--- src/rtl/update_dispatcher_if.sv ---
`default_nettype none
// ============================================================================
//  Module      : update_dispatcher_if
//  Description : Host write channel plus graph-container handshake bundle
//                shared by the dispatcher and its environment.
//  Revision    : 1.0 - initial release
// ============================================================================
interface update_dispatcher_if #(
  parameter int PRED_W   = 6,
  parameter int WEIGHT_W = 32
);
  logic                wr_valid;
  logic                wr_ready;
  logic [PRED_W-1:0]   wr_src;
  logic [PRED_W-1:0]   wr_dst;
  logic [WEIGHT_W-1:0] wr_weight;
  logic [PRED_W-1:0]   u_src;
  logic [PRED_W-1:0]   u_dst;
  logic [WEIGHT_W-1:0] u_e;
  logic                container_reset;
  logic                container_done;

  // Environment side: host writer and graph container
  modport master (
    output wr_valid, wr_src, wr_dst, wr_weight, container_done,
    input  wr_ready, u_src, u_dst, u_e, container_reset
  );

  // Dispatcher side
  modport slave (
    input  wr_valid, wr_src, wr_dst, wr_weight, container_done,
    output wr_ready, u_src, u_dst, u_e, container_reset
  );
endinterface
`default_nettype wire

--- src/rtl/update_dispatcher.sv ---
`default_nettype none
// ============================================================================
//  Module      : update_dispatcher
//  Description : Coalescing update queue feeding a graph container one edge
//                update at a time, with a start pulse, completion handshake,
//                completion counter and sticky timeout flag.
//  Revision    : 1.0 - initial release
// ============================================================================
module update_dispatcher #(
  parameter int PRED_W   = 6,
  parameter int WEIGHT_W = 32,
  parameter int DEPTH    = 8,
  parameter int TIMEOUT  = 1048576
) (
  input  logic                     clk,
  input  logic                     reset_n,
  update_dispatcher_if.slave       bus,
  output logic                     busy,
  output logic [$clog2(DEPTH):0]   pending,
  output logic [15:0]              run_count,
  output logic                     error
);

  localparam int PTR_W = $clog2(DEPTH);
  localparam int CNT_W = PTR_W + 1;
  localparam int TO_W  = $clog2(TIMEOUT + 1);
  localparam logic [TO_W-1:0]  TO_LAST = TO_W'(TIMEOUT - 1);
  localparam logic [CNT_W-1:0] FULL    = CNT_W'(DEPTH);

  typedef enum logic [2:0] {
    S_IDLE      = 3'd0,
    S_LOAD      = 3'd1,
    S_KICK      = 3'd2,
    S_WAIT_LOW  = 3'd3,
    S_WAIT_HIGH = 3'd4
  } state_t;

  state_t state, state_nxt;

  logic [PRED_W-1:0]   q_src [DEPTH];
  logic [PRED_W-1:0]   q_dst [DEPTH];
  logic [WEIGHT_W-1:0] q_w   [DEPTH];
  logic [PTR_W-1:0]    head, tail;
  logic [CNT_W-1:0]    count;
  logic [TO_W-1:0]     tcnt;

  logic              push_acc, push_new, coalesce, pop, hit;
  logic [PTR_W-1:0]  hit_idx;
  logic              done_hit, timeout_hit;

  // No bypass: a full queue refuses even when the head is leaving this cycle
  assign bus.wr_ready = (count != FULL);
  assign push_acc     = bus.wr_valid && bus.wr_ready;
  assign pop          = (state == S_LOAD);
  assign push_new     = push_acc && !hit;
  assign coalesce     = push_acc && hit;
  assign pending      = count;
  assign busy         = (state != S_IDLE);
  assign bus.container_reset = (state == S_KICK);

  // Find a live entry with the same ordered (src,dst); the head being popped is excluded
  always_comb begin
    hit     = 1'b0;
    hit_idx = '0;
    for (int i = 0; i < DEPTH; i++) begin
      if ((CNT_W'(PTR_W'(PTR_W'(i) - head)) < count) &&
          !(pop && (PTR_W'(i) == head)) &&
          (q_src[i] == bus.wr_src) && (q_dst[i] == bus.wr_dst)) begin
        hit     = 1'b1;
        hit_idx = PTR_W'(i);
      end
    end
  end

  // Queue storage: append at tail, or overwrite the weight of a matching entry
  always_ff @(posedge clk) begin
    if (push_new) begin
      q_src[tail] <= bus.wr_src;
      q_dst[tail] <= bus.wr_dst;
      q_w[tail]   <= bus.wr_weight;
    end
    if (coalesce) begin
      q_w[hit_idx] <= bus.wr_weight;
    end
  end

  // Queue pointers and occupancy; pointers wrap naturally at DEPTH
  always_ff @(posedge clk or negedge reset_n) begin
    if (!reset_n) begin
      head  <= '0;
      tail  <= '0;
      count <= '0;
    end else begin
      if (push_new) tail <= tail + 1'b1;
      if (pop)      head <= head + 1'b1;
      case ({push_new, pop})
        2'b10:   count <= count + 1'b1;
        2'b01:   count <= count - 1'b1;
        default: count <= count;
      endcase
    end
  end

  // Dispatch sequencing; completion wins over a timeout landing on the same cycle
  always_comb begin
    state_nxt   = state;
    done_hit    = 1'b0;
    timeout_hit = 1'b0;
    case (state)
      S_IDLE:      if (count != '0) state_nxt = S_LOAD;
      S_LOAD:      state_nxt = S_KICK;
      S_KICK:      state_nxt = S_WAIT_LOW;
      S_WAIT_LOW: begin
        if (tcnt == TO_LAST) begin
          timeout_hit = 1'b1;
          state_nxt   = S_IDLE;
        end else if (!bus.container_done) begin
          state_nxt = S_WAIT_HIGH;
        end
      end
      S_WAIT_HIGH: begin
        if (bus.container_done) begin
          done_hit  = 1'b1;
          state_nxt = S_IDLE;
        end else if (tcnt == TO_LAST) begin
          timeout_hit = 1'b1;
          state_nxt   = S_IDLE;
        end
      end
      default:     state_nxt = S_IDLE;
    endcase
  end

  // State register, wait timer, presented update and status counters
  always_ff @(posedge clk or negedge reset_n) begin
    if (!reset_n) begin
      state     <= S_IDLE;
      tcnt      <= '0;
      bus.u_src <= '0;
      bus.u_dst <= '0;
      bus.u_e   <= '0;
      run_count <= '0;
      error     <= 1'b0;
    end else begin
      state <= state_nxt;
      if (state == S_KICK) begin
        tcnt <= '0;
      end else if ((state == S_WAIT_LOW) || (state == S_WAIT_HIGH)) begin
        tcnt <= tcnt + 1'b1;
      end
      if (pop) begin
        bus.u_src <= q_src[head];
        bus.u_dst <= q_dst[head];
        bus.u_e   <= q_w[head];
      end
      if (done_hit)    run_count <= run_count + 16'd1;
      if (timeout_hit) error     <= 1'b1;
    end
  end

endmodule
`default_nettype wire

--- src/flat_wrapper.sv ---
// flat-port wrapper written by rule: the top's interface ports become plain ports
module update_dispatcher_flat 
#(
  parameter int PRED_W   = 6,
  parameter int WEIGHT_W = 32,
  parameter int DEPTH    = 8,
  parameter int TIMEOUT  = 1048576
)
  (clk, reset_n, busy, pending, run_count, error, bus_wr_valid, bus_wr_src, bus_wr_dst, bus_wr_weight, bus_container_done, bus_wr_ready, bus_u_src, bus_u_dst, bus_u_e, bus_container_reset);
  update_dispatcher_if #(.PRED_W(PRED_W), .WEIGHT_W(WEIGHT_W)) bus_i ();
  input  logic clk;
  input  logic reset_n;
  output logic busy;
  output logic [$clog2(DEPTH):0] pending;
  output logic [15:0] run_count;
  output logic error;
  input wire logic [$bits(bus_i.wr_valid)-1:0] bus_wr_valid;
  input wire logic [$bits(bus_i.wr_src)-1:0] bus_wr_src;
  input wire logic [$bits(bus_i.wr_dst)-1:0] bus_wr_dst;
  input wire logic [$bits(bus_i.wr_weight)-1:0] bus_wr_weight;
  input wire logic [$bits(bus_i.container_done)-1:0] bus_container_done;
  output wire logic [$bits(bus_i.wr_ready)-1:0] bus_wr_ready;
  output wire logic [$bits(bus_i.u_src)-1:0] bus_u_src;
  output wire logic [$bits(bus_i.u_dst)-1:0] bus_u_dst;
  output wire logic [$bits(bus_i.u_e)-1:0] bus_u_e;
  output wire logic [$bits(bus_i.container_reset)-1:0] bus_container_reset;
  assign bus_i.wr_valid = bus_wr_valid;
  assign bus_i.wr_src = bus_wr_src;
  assign bus_i.wr_dst = bus_wr_dst;
  assign bus_i.wr_weight = bus_wr_weight;
  assign bus_i.container_done = bus_container_done;
  assign bus_wr_ready = bus_i.wr_ready;
  assign bus_u_src = bus_i.u_src;
  assign bus_u_dst = bus_i.u_dst;
  assign bus_u_e = bus_i.u_e;
  assign bus_container_reset = bus_i.container_reset;
  update_dispatcher #(.PRED_W(PRED_W), .WEIGHT_W(WEIGHT_W), .DEPTH(DEPTH), .TIMEOUT(TIMEOUT)) u_core (.clk(clk), .reset_n(reset_n), .bus(bus_i), .busy(busy), .pending(pending), .run_count(run_count), .error(error));
endmodule
--- config.mk ---
export PLATFORM = sky130hd
export DESIGN_NAME = update_dispatcher_flat
export DESIGN_NICKNAME = d
export VERILOG_FILES = /design/src/rtl/update_dispatcher_if.sv /design/src/rtl/update_dispatcher.sv /design/src/flat_wrapper.sv
export SDC_FILE = /design/constraint.sdc
export NUM_CORES = 1
export LEC_CHECK = 0
export CAP_MARGIN = 25
export CORE_ASPECT_RATIO = 0.75
export CORE_MARGIN = 2
export CORE_UTILIZATION = 63
export DETAILED_ROUTE_END_ITERATION = 10
export PLACE_DENSITY_LB_ADDON = 0.1
export SYNTH_ARGS = -nofsm -noshare
export SYNTH_HDL_FRONTEND = slang
export SYNTH_SLANG_ARGS = --single-unit
--- constraint.sdc ---
create_clock -name clk -period 10.5 [get_ports clk]
set_input_delay 1.575 -clock clk [delete_from_list [all_inputs] [get_ports clk]]
set_output_delay 1.575 -clock clk [all_outputs]
set_load 0.03 [all_outputs]
==> metrics.txt, run 1 <==
Post-Route Hold Slack=468 ps; Post-synth top flop=edfxtp_1; Inserted Diodes=0; grt total ovfl=0; DIE WIDTH=205 um; Hold Path Class=flip-flop to flip-flop; later-pin clock latency in the skew report=560 ps; Final min period=5450 ps; largest net degree at the start of global routing=58; Worst-Margin Slew=971 ps; wire length per cell=23.9 um; VDD IR max=169 uV; max cap viols=0; Total Wirelength=41500 um; DRC=0; asr flop ratio synth=21.3%; I/O Buffers=115; sequential cell area fraction in the yosys report=68.2%; Pins Over Slew Limit=0; hold buffer count at cts=0; clk buf depth=3; CTS Root Cell=clkbuf_16; crit-path max cell delay=910 ps; Initial Utilization=63.5%; fin crit share=51.9%; GP Congestion=0.849; Worst-path clk slew=60 ps; Placed Instances=1664; slowest cell on the critical path=clkdlybuf4s50_1; Setup CP Type=input port to flip-flop; Final Hold Vio Count=0; gr usage total=27.2%; number of global-route vias before repair=10600; Rel. slew slack=35.3%; Die Y=154 um; PwrDens=270 nW/um^2; ANT nets after route=0; synthesized flop and latch total=447; number of flops mapped to enable cells by yosys=352; Fin Setup TNS=0 ps; Core Util, Final=73.4%; FMAX=0.183 GHz; Final Total Pwr=5.94 mW; die area=31600 um^2; Post-Synthesis Cells=1185; share of layout cells above drive strength 1=16.0%; Worst setup SP type=input port; CTS tree=built; unrepaired setup endpoints after global routing=no; first-pass GRT wire length=63800 um; critical path arrival=5670 ps; CTS Buf Count=41; endpoints failing setup=0; DRT iter0 DRCs=1079; Final Skew=21.7 ps; Crit path max-delay family=simple AND/OR/NAND/NOR gates; CP Cell Sequence=clkdlybuf4s50_1, xor2_1, nor4_2, nand2_1, nor4_1, nor2_1, a211oi_2, o22ai_2, nor3_2, buf_4; antenna violations before repair=1; io pins=116; Leak Pwr=7.61 nW; H-tree depth=2; synthesized area=19000 um^2; postcts setup bufs=0; synthesis-to-layout area growth=15.6%; routed vias=10800; Final Non-Filler Cells=1740; Rows=55; post-DR vias/cell=6.19; outcome=finished, final reports clean; TritonRoute pass-1 iters=5; nets@finish=1382; CP endpoint kind=flip-flop; CP Data Required Time=10720 ps; Yosys Warn Count=0; CP bufs+invs=2; floorplan core area=29900 um^2; post-synth cell types=57; CP max FO=24; Mean Syn Cell Area=16.0 um^2; CTS-repair resized insts=0; Net Count, Synth=1259; TritonCTS sink count=447; Detail Placement HPWL=25100 um
==> logic make-up (layout without fill, tap and decap cells) <==
kind of cell / Yosys count / count (layout) / share of synthesized area (%)
flip-flops: 447 / 447 / 68.2
AND/OR/NAND/NOR: 310 / 310 / 7.89
XOR/XNOR: 129 / 129 / 5.95
AO/OA/AOI/OAI: 104 / 104 / 3.68
multiplexers: 90 / 90 / 10.6
buffers and inverters: 79 / 235 / 2.03
adder cells (fa/ha/maj): 26 / 26 / 1.75
==> through the flow <==
step / setup WS [ps] / instance area, um^2
CTS: 5100 / 22000
global placement: 4600 / 20600
global route: 4730 / 22000
floorplan: 4380 / 19000
finish: 5050 / 22000
detailed placement: 4520 / 20600
==> final cells by class <==
class | instances | area [um^2]
fill | 1852 | 7970
multi-input combinational | 659 | 5730
inverter | 21 | 78.8
sequential | 447 | 13000
tap | 399 | 499
clock inverter | 23 | 225
clock buffer | 53 | 1130
timing repair buffer | 138 | 1340
==> metal layers <==
layer	GRT usage, %	part of all wire [%]	vias to the layer above
met1	43.3	45	5480
met4	6.83	1.9	2
met2	39.2	45	475
met3	5.50	8.6	57
li1	-	-	4754
met5	0	0.031	-
==> layout by cell type (no fill, tap or decap), types with 3 or more instances in the layout <==
| cell | instances |
|---|---|
| clkdlybuf4s50_1 | 114 |
| xnor2_1 | 71 |
| o2111a_1 | 3 |
| nand2_1 | 128 |
| clkinv_2 | 8 |
| clkinv_1 | 3 |
| nor3b_2 | 4 |
| or3_1 | 5 |
| a21o_1 | 5 |
| o21ai_0 | 20 |
| dfrtp_1 | 92 |
| a21oi_1 | 17 |
| bufinv_16 | 3 |
| edfxtp_1 | 352 |
| nor3_1 | 5 |
| o31ai_1 | 3 |
| buf_4 | 23 |
| a31oi_1 | 45 |
| inv_1 | 20 |
| mux4_2 | 88 |
| clkinvlp_4 | 3 |
| nor3_2 | 7 |
| nand3_1 | 15 |
| ha_1 | 25 |
| xor2_1 | 58 |
| clkbuf_16 | 41 |
| nor4_1 | 10 |
| nor4_2 | 3 |
| clkbuf_8 | 6 |
| nor2_1 | 80 |
| nor3b_4 | 3 |
| clkbuf_1 | 6 |
| nand4_1 | 23 |
| and2_1 | 4 |
| and4_1 | 3 |
| and3_1 | 7 |
==> cells in the mapped netlist (8+ instances only) <==
| master | number | area, um^2 |
|---|---|---|
| edfxtp_1 | 352 | 10600 |
| nand2_1 | 128 | 480 |
| dfrtp_1 | 95 | 2380 |
| mux4_2 | 88 | 1980 |
| nor2_1 | 80 | 300 |
| xnor2_1 | 71 | 622 |
| xor2_1 | 58 | 508 |
| a31oi_1 | 45 | 282 |
| clkbuf_1 | 26 | 97.6 |
| ha_1 | 25 | 313 |
| nand4_1 | 23 | 144 |
| inv_1 | 20 | 75.1 |
| o21ai_0 | 20 | 100 |
| a21oi_1 | 17 | 85.1 |
| nand3_1 | 15 | 75.1 |
| buf_2 | 14 | 70.1 |
| nor3_1 | 12 | 60.1 |
| nor4_1 | 10 | 62.6 |
| and3_1 | 9 | 56.3 |
| buf_6 | 8 | 90.1 |
==> final timing paths <==
check,end,slack [ps],startpoint,cells after the start
max in group asynchronous,u_core.head[0],8160,reset_n,2
min in group asynchronous,u_core.tcnt[18],1020,reset_n,1
worst min register to register,u_core.run_count[15],470,u_core.run_count[15],1
worst max register to register,u_core.q_w[4][21],5790,u_core.head[1],11
worst min-delay path,u_core.run_count[15],470,u_core.run_count[15],1
worst max-delay path,u_core.q_w[5][5],5050,bus_wr_dst[2],10
==> sequential cells by signal (all words and copies together) (netlist names) <==
register,flops
u_core.tcnt,21
u_core.tail,3
u_core.state,3
u_core.q_w,256
u_core.error,1
u_core.bus.u_e,32
u_core.bus.u_src,6
u_core.q_dst,48
u_core.bus.u_dst,6
u_core.run_count,16
u_core.q_src,48
u_core.head,3
u_core.pending,4
==> power breakdown <==
part / switching, mW / internal, mW
Sequential: 0.226 / 2.25
Clock: 0.651 / 0.845
Combinational: 1.14 / 0.828
Total: 2.01 / 3.93
==> worst reg2reg max path, delay by kind of cell, from the launching register on <==
family / cells / cell delay (ps)
DFF: 1 / 800
and+or+nand+nor: 2 / 870
AOI/OAI and AO/OA: 5 / 1270
adders and majority gates: 2 / 660
buffers and inverters: 2 / 770
Power figures use the tool's default switching activity.
==> run 2: changes to the inputs <==
--- a/config.mk
+++ b/config.mk
@@ -8,7 +8,7 @@
 export CAP_MARGIN = 25
 export CORE_ASPECT_RATIO = 0.75
 export CORE_MARGIN = 2
-export CORE_UTILIZATION = 63
+export CORE_UTILIZATION = 54
 export DETAILED_ROUTE_END_ITERATION = 10
 export PLACE_DENSITY_LB_ADDON = 0.1
 export SYNTH_ARGS = -nofsm -noshare
==> constraint.sdc (replaced) <==
create_clock -name clk -period 4.7 [get_ports clk]
set_input_delay 0.705 -clock clk [delete_from_list [all_inputs] [get_ports clk]]
set_output_delay 0.705 -clock clk [all_outputs]
set_load 0.03 [all_outputs]
==> run 2 against run 1 <==
Hold slack worse by 170 ps; register-to-register slack worse by 5300 ps; setup slack worse by 4600 ps; sequential share of layout area down 1.3 points; via count down 0.37%; global-route usage down 3.8 points; core utilization down 8.7 points; critical path depth up 7; final cell count up 5.4%; first-iteration DRC count up 8.5%; critical path type is now flip-flop to flip-flop; largest power group unchanged.
==> metrics.txt, run 2 (synthesis results as in run 1) <==
outcome=finished, final reports clean; CP endpoint kind=flip-flop; max cap viols=0 (unchanged); Core Util, Final=64.7% (-8.7 points); hold buffer count at cts=0 (unchanged); DIE WIDTH=221 um (+7.9%); later-pin clock latency in the skew report=560 ps (about the same); first-pass GRT wire length=64500 um (+1.2%); postcts setup bufs=0 (unchanged); Detail Placement HPWL=26100 um (+4.0%); Final Skew=20.3 ps (-1.44 ps); slowest cell on the critical path=dfrtp_4; wire length per cell=23.0 um (-3.7%); Layout fillers=2459 (+33%); FMAX=0.236 GHz; io pins=116 (unchanged); GP Congestion=0.879 (+3.5%); Final Total Pwr=13.5 mW (+130%); Final Non-Filler Cells=1834 (+5.4%); unrepaired setup endpoints after global routing=no; CP max FO=17 (-29%); Register-to-Register Path Depth=17 (+6); max layer used=met4; VDD IR max=455 uV (+170%); Leak Pwr=7.84 nW (+3.0%); routed vias=10700 (-0.37%); wl on met1=19500 um (+4.4%); most frequent cells in the layout=edfxtp_1, nand2_1, clkdlybuf4s50_1; max reg flops=256 (unchanged); Rows=59 (+7.3%); post-DR vias/cell=5.85 (-5.5%); CP Cell Sequence=inv_1, ha_1, ha_1, a21o_1, a21oi_1, o2111a_1, nor4_4, nand2_1, nor2_1, inv_1, ha_1, ha_1, a21o_1, a21oi_1, xnor2_1, nor2_1, xnor2_1; Final min period=4240 ps; share of layout cells above drive strength 1=17.5% (+1.6 points); TritonRoute pass-1 iters=5 (unchanged); Rel. slew slack=40.4% (+5.1 points); Pins Over Slew Limit=0 (unchanged); DRC=0 (unchanged); Multi-input gate area=5760 um^2 (+0.44%); synthesis-to-layout area growth=18.2%; crit-path max cell delay=610 ps (-300 ps); Top reg by flops=u_core.q_w; CP Data Required Time=5120 ps (-5600 ps); clk buf depth=3 (unchanged); Total Wirelength=42200 um (+1.5%); Worst-Margin Slew=894 ps (-76.5 ps); CTS Buf Count=43 (+4.9%); met3 routed WL=2940 um (-17%); antenna violations before repair=2 (+1); PwrDens=603 nW/um^2 (+120%); met2 wire len=19100 um (+3.2%); commonest non-fill, non-tap cell in the layout=edfxtp_1; number of global-route vias before repair=10700 (+0.33%); CTS Root Cell=clkbuf_16; Setup CP Type=flip-flop to flip-flop; fin crit share=90.1%; Worst-path clk slew=60 ps (about the same); floorplan core area=34700 um^2 (+16%); grt total ovfl=0 (unchanged); CTS-repair resized insts=0 (unchanged); Worst setup SP type=flip-flop; die area=36700 um^2 (+16%); endpoints failing setup=0 (unchanged); CTS tree=built; Hold Path Class=input port to asynchronous set/reset pin; Initial Utilization=54.8% (-8.7 points); ANT nets after route=0 (unchanged); Die Y=166 um (+7.8%); Final Hold Vio Count=0 (unchanged); FF/Latch Area=13000 um^2 (unchanged); DRT iter0 DRCs=1171 (+8.5%); nets@finish=1414 (+2.3%); largest net degree at the start of global routing=78 (+34%); Fin Setup TNS=0 ps (unchanged); crit-path most repeated cell=ha_1; gr usage total=23.5% (-3.8 points); Placed Instances=1751 (+5.2%); I/O Buffers=115 (unchanged); critical path arrival=4660 ps (-1010 ps); biggest regs=u_core.q_w x256, u_core.q_dst x48, u_core.q_src x48; H-tree depth=2 (unchanged); TritonCTS sink count=447 (unchanged)
## run 2: cell type report
cell class	count	share of cell area, %
sequential	447	57.7
multi-input combinational	659	25.6
timing repair buffer	168	7.31
clock buffer	64	5.55
tap	457	2.55
clock inverter	16	0.875
inverter	21	0.351
antenna	2	0.0223
## run 2: report_power, final
group / total, mW / internal [mW] / switching (mW)
sequential: 5.46 / 5.03 / 0.430
clock: 3.52 / 2.07 / 1.45
combinational: 4.55 / 1.92 / 2.63
## run 2: stage by stage
step	hold slack (ps)	instance area, um^2	setup WS [ps]
2_1_floorplan	409	19000	-401
3_3_place_gp	459	21000	360
3_5_place_dp	460	21000	291
4_1_cts	313	22400	470
5_1_grt	353	22500	190
6_report	297	22500	463
## run 2: critical path, delay by kind of cell (launching register included)
kind | cells | cell delay, ps
fa+ha+maj | 4 | 1170
buf+inv | 2 | 270
flops | 1 | 610
xor+xnor | 2 | 250
compound gates | 5 | 880
simple gates | 4 | 940
## run 2: metal layers
layer	up-vias	GRT usage [%]
met5	-	0
met4	0	4.99
met3	46	4.42
met2	352	35.3
met1	5517	36.2
li1	4813	-
## run 2: final timing paths
kind | start | end | slack [ps]
max in group asynchronous | reset_n | u_core.head[1] | 3820
worst min register to register | u_core.run_count[15] | u_core.run_count[15] | 470
worst max-delay path | u_core.head[0] | u_core.pending[3] | 460
worst min-delay path | reset_n | u_core.tcnt[12] | 300
min in group clk | u_core.run_count[15] | u_core.run_count[15] | 470
worst max register to register | u_core.head[0] | u_core.pending[3] | 460
==> run 3: changes to the inputs <==
--- a/config.mk
+++ b/config.mk
@@ -8,7 +8,7 @@
 export CAP_MARGIN = 25
 export CORE_ASPECT_RATIO = 0.75
 export CORE_MARGIN = 2
-export CORE_UTILIZATION = 54
+export CORE_UTILIZATION = 30
 export DETAILED_ROUTE_END_ITERATION = 10
 export PLACE_DENSITY_LB_ADDON = 0.1
 export SYNTH_ARGS = -nofsm -noshare
==> run 3 against run 2 <==
Final area rose by 3.2%; largest cell class unchanged; first-iteration DRC count fell by 36%; sequential cell count did not move; critical endpoint unchanged; setup slack improved by 190 ps; die area rose by 78%; global-route usage fell by 8.2 points; largest power group unchanged; combinational power rose by 3%.
==> metrics.txt, run 3 (synthesis results as in run 1) <==
hold buffer count at cts=0 (unchanged); nets@finish=1424 (+0.71%); CP max FO=13 (-4); postcts setup bufs=0 (unchanged); Total Wirelength=48900 um (+16%); wire length per cell=21.8 um (-5.0%); CP endpoint kind=flip-flop; met1 Track Usage GR=23.7% (-13 points); post-DR vias/cell=4.74 (-19%); CTS Buf Count=49 (+14%); H-tree depth=2 (unchanged); io pins=116 (unchanged); worst slack, placed=303 ps (+12.3 ps); DRC=0 (unchanged); TritonRoute pass-1 iters=5 (unchanged); Leak Pwr=7.97 nW (+1.6%); CTS Root Cell=clkbuf_16; ANT nets after route=0 (unchanged); I/O Buffers=115 (unchanged); DP Area=21600 um^2 (+2.8%); Worst setup SP type=flip-flop; antenna violations before repair=0 (-2); final worst slack=650 ps (+188 ps); unrepaired setup endpoints after global routing=no; number of global-route vias before repair=11200 (+4.6%); FF/Latch Area=13000 um^2 (unchanged); max cap viols=0 (unchanged); Detail Placement HPWL=30700 um (+18%); GR Util met2=22.2% (-13 points); Hold Path Class=input port to asynchronous set/reset pin; Worst-Margin Slew=876 ps (-18.0 ps); Layout fillers=5824 (+140%); reg2reg start=u_core.head[2]; gr usage total=15.2% (-8.2 points); Register-to-Register Path Depth=19 (+2); Pins Over Slew Limit=0 (unchanged); endpoints failing setup=0 (unchanged); routed vias=10600 (-0.92%); FMAX=0.247 GHz (+4.6%); Final Skew=21.9 ps (+1.55 ps); VDD IR max=272 uV (-40%); floorplan core area=62400 um^2 (+80%); share of layout cells above drive strength 1=18.6% (+1.1 points); DIE WIDTH=295 um (+34%); DRT iter0 DRCs=755 (-36%); Setup CP Type=flip-flop to flip-flop; Initial Utilization=30.5% (-24 points); synthesis-to-layout area growth=22.0%; later-pin clock latency in the skew report=590 ps (+30 ps); fin crit share=86.2% (-4.0 points); largest net degree at the start of global routing=55 (-29%); GRT Max-Usage Layer=met1; CTS-repair resized insts=0 (unchanged); flop-to-flop setup slack=650 ps (+190 ps); clk buf depth=3 (unchanged); r2r endpoint=u_core.pending[3]; first-pass GRT wire length=74200 um (+15%); Final min period=4050 ps (-188 ps); CP Data Required Time=5160 ps (+40 ps); Inserted Diodes=0 (-2); Rows=79 (+34%); Final Total Pwr=14.0 mW (+3.5%); GP Congestion=0.769 (-13%); critical path arrival=4510 ps (-150 ps); Die Y=222 um (+33%); PwrDens=604 nW/um^2 (+0.24%); grt total ovfl=0 (unchanged); design area=23200 um^2 (+3.2%); biggest regs=u_core.q_w x256, u_core.q_dst x48, u_core.q_src x48; TritonCTS sink count=447 (unchanged); die area=65400 um^2 (+78%); Crit. Startpoint=u_core.head[2]; Worst-path clk slew=60 ps (about the same); Multi-input gate area=5760 um^2 (unchanged); Rel. slew slack=41.6% (+1.2 points); max reg flops=256 (unchanged); outcome=finished, final reports clean; commonest non-fill, non-tap cell in the layout=edfxtp_1; Final Hold Vio Count=0 (unchanged); GR Util met3=2.31% (-2.1 points); Top reg by flops=u_core.q_w; CTS tree=built; most frequent cells in the layout=edfxtp_1, nand2_1, clkdlybuf4s50_1
[run 3: changes by cell type in the layout (fill, tap and decap cells not counted), moves of 2 or more]
cell / change
clkinv_1: +4
clkbuf_16: +6
clkinv_2: +7
clkbuf_1: -6
buf_12: +4
diode_2: -2
[run 3: layer usage]
metal  routed length [um]  up-vias
li1                     -     4844
met1                25100     5513
met2                21200      223
met3                 1980       49
met4                  702        0
met5                    0        -
[run 3: how the worst max path moves through the flow]
stage	endpoint	cells past startpoint	slack, ps
after floorplan	u_core.q_w[0][0]	13	-400
after global placement	u_core.pending[3]	17	260
after detailed placement	u_core.pending[3]	17	300
after CTS	u_core.pending[3]	19	630
after global routing	u_core.pending[3]	19	370
final	u_core.pending[3]	19	650
[run 3: critical path, cell delays in order, from the launching register on]
cell and delay, ps:
dfrtp_2 600, inv_2 100, ha_1 320, inv_1 50, ha_1 260, o21ai_0 70, a21oi_1 360, nor4_1 90
buf_4 160, nor4_4 260, nand2_1 130, nor2_1 260, inv_1 100, ha_1 240, ha_1 270, a21o_1 180
a21oi_1 170, xnor2_1 130, nor2_1 60, xnor2_1 120
[run 3: layout make-up]
cell class,instances,area share [%]
tap,850,4.59
multi-input combinational,659,24.8
clock buffer,65,5.99
timing repair buffer,172,7.34
clock inverter,27,0.993
sequential,447,55.9
inverter,21,0.340
[run 3: where the power goes]
group / total, mW / switching (mW) / internal (mW)
Combinational: 4.69 / 2.76 / 1.93
Sequential: 5.45 / 0.420 / 5.03
Clock: 3.86 / 1.61 / 2.25
[run 3: metrics by stage]
stage                     util, %  instances  hold WS, ps  setup TNS (ps)
after floorplan                 -       1185          409          -54510
after global placement       34.6       2149          456               0
after detailed placement     34.6       2149          459               0
after CTS                    37.2       2241          109               0
after global routing         37.2       2241          128               0
final                        37.2       2241          104               0
